**src/rtl/tl_phase_sched.sv**
```systemverilog
// tl_phase_sched: four-approach traffic light phase scheduler.
// One approach is active at a time. It cycles GREEN -> YELLOW -> ALLRED and
// then hands over round-robin to the next waiting approach. Green is extended
// while the active approach keeps detecting vehicles, and an emergency request
// can preempt the round-robin order.
module tl_phase_sched #(
    parameter logic [15:0] G_MIN   = 16'd49,
    parameter logic [15:0] G_MAX   = 16'd299,
    parameter logic [15:0] Y_SCALE = 16'd29,
    parameter logic [15:0] R_SCALE = 16'd29
) (
    input  logic       clk,
    input  logic       srst,
    input  logic       tick,
    input  logic [3:0] sensor,
    input  logic       emg_req,
    input  logic [1:0] emg_idx,
    output logic [2:0] tl_signal,
    output logic [1:0] index,
    output logic [3:0] pending,
    output logic       phase_start,
    output logic [1:0] fsm_state
);

    localparam logic [1:0] S_IDLE   = 2'd0;
    localparam logic [1:0] S_GREEN  = 2'd1;
    localparam logic [1:0] S_YELLOW = 2'd2;
    localparam logic [1:0] S_ALLRED = 2'd3;

    logic [1:0]  state;
    logic [1:0]  state_nx;
    logic [15:0] cnt;
    logic [15:0] cnt_nx;
    logic [1:0]  pick;
    logic [1:0]  index_nx;
    logic [3:0]  pend_nx;
    logic [3:0]  green_mask;
    logic [2:0]  sig_nx;
    logic        others;
    logic        own_emg;
    logic        foreign_emg;
    logic        green_done;
    logic        enter_green;

    assign fsm_state   = state;
    assign green_mask  = (state == S_GREEN) ? (4'b0001 << index) : 4'b0000;
    assign others      = |(pending & ~(4'b0001 << index));
    assign own_emg     = emg_req && (emg_idx == index);
    assign foreign_emg = emg_req && (emg_idx != index);
    // Minimum green served; leave once the active sensor drops or the maximum is hit.
    assign green_done  = tick && (cnt >= G_MIN) && (!sensor[index] || (cnt >= G_MAX));

    // Next approach: nearest pending bit after the current one, current one last; emergency overrides.
    always_comb begin
        pick = index;
        for (int k = 4; k >= 1; k--) begin
            if (pending[index + 2'(k)]) pick = index + 2'(k);
        end
        if (emg_req) pick = emg_idx;
    end

    // Phase transitions.
    always_comb begin
        state_nx = state;
        case (state)
            S_IDLE: begin
                if ((|pending) || emg_req) state_nx = S_GREEN;
            end
            S_GREEN: begin
                if (foreign_emg) state_nx = S_YELLOW;
                else if (others && !own_emg && green_done) state_nx = S_YELLOW;
            end
            S_YELLOW: begin
                if (tick && (cnt == Y_SCALE)) state_nx = S_ALLRED;
            end
            default: begin
                if (tick && (cnt == R_SCALE))
                    state_nx = ((|pending) || emg_req) ? S_GREEN : S_IDLE;
            end
        endcase
    end

    // Counter, index, request latch and light encoding for the next cycle.
    always_comb begin
        enter_green = (state_nx == S_GREEN) && (state != S_GREEN);
        index_nx    = enter_green ? pick : index;

        cnt_nx = cnt;
        if (state_nx != state) begin
            cnt_nx = 16'd0;
        end else if (tick) begin
            // A resting green parks at G_MIN so a new request expires it on the next tick.
            if ((state == S_GREEN) && (!others || own_emg) && (cnt >= G_MIN)) cnt_nx = cnt;
            else cnt_nx = cnt + 16'd1;
        end

        pend_nx = pending | (sensor & ~green_mask);
        if (enter_green) pend_nx[pick] = 1'b0;

        case (state_nx)
            S_GREEN:  sig_nx = 3'b001;
            S_YELLOW: sig_nx = 3'b010;
            default:  sig_nx = 3'b100;
        endcase
    end

    // State registers with synchronous reset.
    always_ff @(posedge clk) begin
        if (srst) begin
            state       <= S_IDLE;
            cnt         <= 16'd0;
            index       <= 2'd0;
            pending     <= 4'b0000;
            phase_start <= 1'b0;
            tl_signal   <= 3'b100;
        end else begin
            state       <= state_nx;
            cnt         <= cnt_nx;
            index       <= index_nx;
            pending     <= pend_nx;
            phase_start <= enter_green;
            tl_signal   <= sig_nx;
        end
    end

endmodule
```
**config.mk**
```make
export PLATFORM = sky130hd
export DESIGN_NAME = tl_phase_sched
export DESIGN_NICKNAME = d
export VERILOG_FILES = /design/src/rtl/tl_phase_sched.sv
export SDC_FILE = /design/constraint.sdc
export NUM_CORES = 1
export LEC_CHECK = 0
export ABC_AREA = 1
export CORE_MARGIN = 4
export CORE_UTILIZATION = 55
export CTS_BUF_LIST = sky130_fd_sc_hd__clkbuf_2
export DETAILED_ROUTE_END_ITERATION = 10
export DONT_BUFFER_PORTS = 1
export PLACE_DENSITY = 0.78
export SKIP_CTS_REPAIR_TIMING = 1
export SLEW_MARGIN = 10
export SYNTH_ARGS = -nofsm -noshare
export SYNTH_HDL_FRONTEND = slang
export SYNTH_SLANG_ARGS = --single-unit
```
**constraint.sdc**
```tcl
create_clock -name clk -period 3.2 [get_ports clk]
set_clock_uncertainty 0.1 [all_clocks]
set_input_delay 0.64 -clock clk [delete_from_list [all_inputs] [get_ports clk]]
set_output_delay 0.64 -clock clk [all_outputs]
set_load 0.005 [all_outputs]
```
; ---- After elaboration in Yosys (flattened, before gate mapping)
; Cells that the tools add are included.
[totals]
word_cells = 82
register_bits = 28
output_inout_bits = 12
[classes]
n_shift = 1
n_bitwise = 8
reduce_logical = 22
magnitude_cmp = 8
n_addsub = 4
muxes = 24
n_eq_ne = 9
[op_table]
columns = op, n
row1 = two-way mux 2 bit, 9
row2 = "adder 16 x 1 -> 16 bit, second input constant", 1
row3 = "== test 16 x 5 -> 1 bit, second input constant", 1
row4 = ">= comparator 16 x 6 -> 1 bit, second input constant", 1
row5 = ">= comparator 16 x 9 -> 1 bit, second input constant", 1
row6 = "< comparator 2 x 3 -> 1 bit, second input constant", 5
row7 = AND 4 bit, 3
row8 = NOT 4 bit, 3
row9 = logical AND 1 bit, 11
row10 = binary-select mux 1 bit (select 2 bit), 4
row11 = two-way mux 4 bit, 2
row12 = OR reduction 4 bit, 2
row13 = two-way mux 1 bit, 6
row14 = one-hot mux 2 bit (3 select lines), 1
row15 = one-hot mux 3 bit (2 select lines), 1
row16 = "adder 2 bit, second input constant", 2
row17 = "== test 2 x 1 -> 1 bit, second input constant", 2
row18 = "== test 2 bit, second input constant", 2
row19 = != test 2 bit, 2
row20 = bitwise OR 4 bit, 1
row21 = "<< shifter 1 x 2 -> 4 bit, first input constant", 1
row22 = logical NOT 1 bit, 3
row23 = logical OR 1 bit, 3
row24 = "adder 2 x 1 -> 2 bit, second input constant", 1
row25 = 8 further kinds, 8

; ---- Logic depth before layout (Yosys ltp)
[logic_depth]
depth_word = 14
ltp_mapped = 22
ltp_nobuf = 20

; ---- Worst setup path after synthesis
; OpenSTA, ideal clock, no wires.
[synth_path]
path_kind = reg2reg
startpoint = register index[0]
endpoint = register tl_signal[2]
stages_incl_launch_ff = 19
arrival_time_ns = 2.135
path_buffers = 2
path_slack_ns = 0.841
required_ns = 2.977
setup_ns = 0.123
synth_period_minus_slack_ns = 2.359
cell_sequence = dfxtp_1 > buf_6 > inv_4 > buf_6 > ha_1 > inv_1 > nand2_1 > nand2_1 > inv_1 > nand2_1 > nand3_1 > nor2_1 > nand2_1 > nand2_1 > nand2_2 > nand2_1 > inv_1 > ha_1 > or2_2
[synth_between]
elab_chain_cells = 11
[synth_lines]
columns = item, line
row1 = start: declaration, 19  ; output logic [1:0] index,
row2 = start signal: assignment, 119  ; index <= index_nx;
row3 = binary-select mux 1 bit (select 2 bit) / << shifter 1 x 2 -> 4 bit (equally long branches), "51, 47"
row4 = two-way mux 1 bit (implied by the code) / NOT 4 bit (equally long branches), "51, 47"
row5 = logical NOT 1 bit / AND 4 bit (equally long branches), "51, 47"
row6 = logical OR 1 bit / OR reduction 4 bit (equally long branches), "51, 47"
row7 = logical AND 1 bit (on tied branches), "51, 71"
row8 = logical AND 1 bit, 71  ; else if (others && !own_emg && green_done) state_nx = S_YELLOW;
row9 = two-way mux 2 bit, 71
row10 = two-way mux 2 bit (*), 70  ; if (foreign_emg) state_nx = S_YELLOW;
row11 = one-hot mux 2 bit (3 select lines) (*), 65  ; case (state)
row12 = via state_nx[1], 31  ; logic [1:0] state_nx;
row13 = == test 2 bit / == test 2 x 1 -> 1 bit (equally long branches), 100  ; case (state_nx)
row14 = one-hot mux 3 bit (2 select lines) (*), 100
row15 = via sig_nx[2], 38  ; logic [2:0] sig_nx;
row16 = end signal: assignment, 122  ; tl_signal <= sig_nx;
row17 = end: declaration, 18  ; output logic [2:0] tl_signal,
; Mark *: on every way through the listed nets, which the timed path passes. The rest lies on a longest branch. The select of a mux whose other input is x is not followed.
; A chain may end at the register's enable or synchronous reset.

; ---- Worst setup path in the final report
[layout_path]
startpoint = register index[1]
endpoint = register pending[3]
[layout_rtl]
columns = item, line
row1 = binary-select mux 1 bit (select 2 bit) / << shifter 1 x 2 -> 4 bit (equally long branches), "51, 47"
row2 = two-way mux 1 bit (implied by the code) / NOT 4 bit (equally long branches), "51, 47"
row3 = logical NOT 1 bit / AND 4 bit (equally long branches), "51, 47"
row4 = logical OR 1 bit / OR reduction 4 bit (equally long branches), "51, 47"
row5 = logical AND 1 bit (on tied branches), "51, 71"
row6 = logical AND 1 bit, 71
row7 = two-way mux 2 bit, 71
row8 = two-way mux 2 bit (*), 70
row9 = one-hot mux 2 bit (3 select lines) (*), 65
row10 = via state_nx[1], 31
row11 = == test 2 x 1 -> 1 bit (*), 85  ; enter_green = (state_nx == S_GREEN) && (state != S_GREEN);
row12 = logical AND 1 bit (*), 85
row13 = two-way mux 4 bit (*), 98  ; if (enter_green) pend_nx[pick] = 1'b0;
row14 = end signal: assignment, 120  ; pending <= pend_nx;
row15 = end: declaration, 20  ; output logic [3:0] pending,
; Marks and branches as above.

==> flow_summary.yaml <==
route:
  first_iter_violations: 181
  drtPass1Iterations: 5
  antenna_left: 0
  vias: 2130
  wl_per_cell_um: 11.5
  viasPerCell: 5.16
  routed_wl_um: 4760
  route.detailed.drc: 0
place:
  place_inst: 409
  place_congestion: 0.885
  post-place-ws_ns: 0.709
  port_buffers: 0
  placed_area_mm2: 0.00222
  post-dp-hpwl_um: 3700
synth:
  synth-edff-count: 0
  synth-seq-cells: 28
  postSynthCellCount: 369
  synthTopCellsByCount: "120 x nand2_1, 59 x inv_1, 40 x nor2_1"
  synth_ff_type: "dfxtp_1"
  synth.distinct_cells: 30
  syn-cell-area_mm2: 0.00223
  synthTopCellsByArea: "dfxtp_1 25%, nand2_1 20%, inv_1 9.9%"
  synth.most_common_cell: "nand2_1"
  synth_top_cell_by_area: "dfxtp_1"
  synth-async-reset-ratio: 0
  syn_area_per_cell_um2: 6.04
  yosysSeqAreaShare: 0.251
  yosysTopAreaCellShare: 0.251
  yosysWarningCount: 0
  synth_nets: 389
min_path:
  holdCritStartpoint: "srst"
  hold_class: "in -> reg"
setup_path:
  r2r_end: "pending[3]"
  path_cells: "inv_2 > ha_1 > inv_1 > nand2_1 > nand2_1 > inv_1 > nand2_1 > nand3_1 > nor2_1 > nand2_1 > nand2_1 > nand2_2 > nand2_1 > inv_1 > ha_1 > nand2_1 > inv_1 > nand2_1 > nor2_1 > nor2_1"
  cp_data_arrival_time_ns: 2.79
  rrSetupSlack_ns: 0.63
  crit_type: "reg -> reg"
  startpoint_type: "register"
  crit_fanout: 8
  rr_startpoint: "index[1]"
  rr_worst_depth: 20
  cpMostUsedCell: "nand2_1"
  cp-startpoint: "index[1]"
  cp_slowest_cell: "dfxtp_1"
  critPathMaxStageDelay_ns: 0.61
  critical_path_required_ns: 3.42
  end_kind: "register"
  endpoint: "pending[3]"
floorplan:
  rows: 22
  die_h_um: 71.7
  io_pins: 22
  start_util: 0.587
  die_w_um: 71.7
  core_area_mm2: 0.00380
  dieArea_mm2: 0.00514
layout:
  stdcell_area_mm2: 0.00224
  antennaDiodeCount: 0
  nFillCells: 382
  fin_util: 0.590
  area_delta_synth_final_pct: 0.505
  drive_gt1_frac: 0.0822
  final_cell_count_no_fill: 413
  num-nets-final: 386
timing:
  period_share: 0.804
  maxSlewViolCount: 0
  max_clock_freq_ghz: 0.389
  tns_ns: 0
  max_slew_margin: 0.696
  final.min_clock_period_ns: 2.57
  tightest_slew_ns: 0.452
  rsz0062_at_grt: "no"
  hold_viol: 0
  setup_ws_ns: 0.627
  setup_violations: 0
cts:
  numCtsBuffers: 3
  cts-root-buf: "clkbuf_2"
  clkTransAtPathRegs_ns: 0.25
  cts_tree: "yes"
  htreeDepth: 1
  clockBufferDepth: 2
  clk_latency_ns: 0.36
  clock_sinks: 28
global_routing:
  grt_first_pass_wirelength_um: 8330
  grt_max_degree: 21
  grtUsageTotal: 0.193
  overflow: 0
  grt_pass1_vias: 1828
  grt_antenna_before_repair: 0
power:
  leakagePower_uw: 0.00111
  p_per_area_mw_per_mm2: 482
  ir_drop_mv: 0.365
run_status:
  run_status: "finished clean"
flow_run:
  max-cap-violations: 0
[cell type report]
class,count,area (um^2),area share
multi-input combinational,270,1360,0.606
sequential,28,561,0.250
inverter,62,235,0.105
tap,48,60.1,0.0268
clock buffer,3,15.0,0.00670
timing repair buffer,1,7.51,0.00335
clock inverter,1,3.75,0.00168
[logic make-up (layout without fill, tap and decap cells)]
logic type / count (synthesis) / in the layout / share of synthesized area
simple gates: 231 / 231 / 0.457
fa+ha+maj: 10 / 10 / 0.0561
xor+xnor: 11 / 11 / 0.0432
compound gates: 18 / 18 / 0.0528
flops: 28 / 28 / 0.251
buf+inv: 71 / 67 / 0.139
[state kept, by name, indices dropped and copies added, names as in the netlist]
signal / count
phase_start: 1
tl_signal: 3
fsm_state: 2
index: 2
pending: 4
cnt: 16
[power breakdown]
group,internal (uW),switching (uW)
Combinational,165,329
Sequential,391,63.3
Clock,27.2,103
Total,584,496
[worst min path at each step]
| stage | depth (start not counted) | end |
|---|---|---|
| final | 1 | tl_signal[0] |
| after floorplan | 4 | cnt[12] |
| after global routing | 1 | tl_signal[0] |
| after detailed placement | 4 | cnt[12] |
| after global placement | 4 | cnt[13] |
| after CTS | 1 | tl_signal[0] |
[critical path, delay by kind of cell (launching register included)]
family | cells | cell delay (ns)
AND/OR/NAND/NOR | 13 | 1.04
adder cells (fa/ha/maj) | 2 | 0.39
flip-flops | 1 | 0.61
buffers and inverters | 5 | 0.39
[layout by cell type, fill, tap and decap left out, types with 2 or more instances in the layout]
cell,instances
ha_1,10
nor2_2,8
nand2_1,120
inv_1,59
clkbuf_2,3
nor3_1,7
dfxtp_1,28
xor2_1,9
nor3_2,2
nor2_1,40
xnor2_1,2
nand4_1,4
inv_2,2
nand3_1,39
nand2_4,3
nand2_2,4
o21ai_0,8
a21oi_1,5
[stage by stage]
step / hold slack (ns) / power [uW]
after floorplan: 0.405 / 866
after global placement: 0.427 / 937
after detailed placement: 0.435 / 948
after CTS: 0.190 / 1080
after global routing: 0.180 / 1180
final: 0.211 / 1080
[layer usage]
layer  routed length, um  vias to the layer above  track usage
met1                2390                      951        0.295
li1                    -                     1115            -
met4                  31                        0       0.0251
met2                2030                       60        0.290
met5                   0                        -            0
met3                 304                        4       0.0337
No activity file was read; power rests on OpenSTA's default activity.
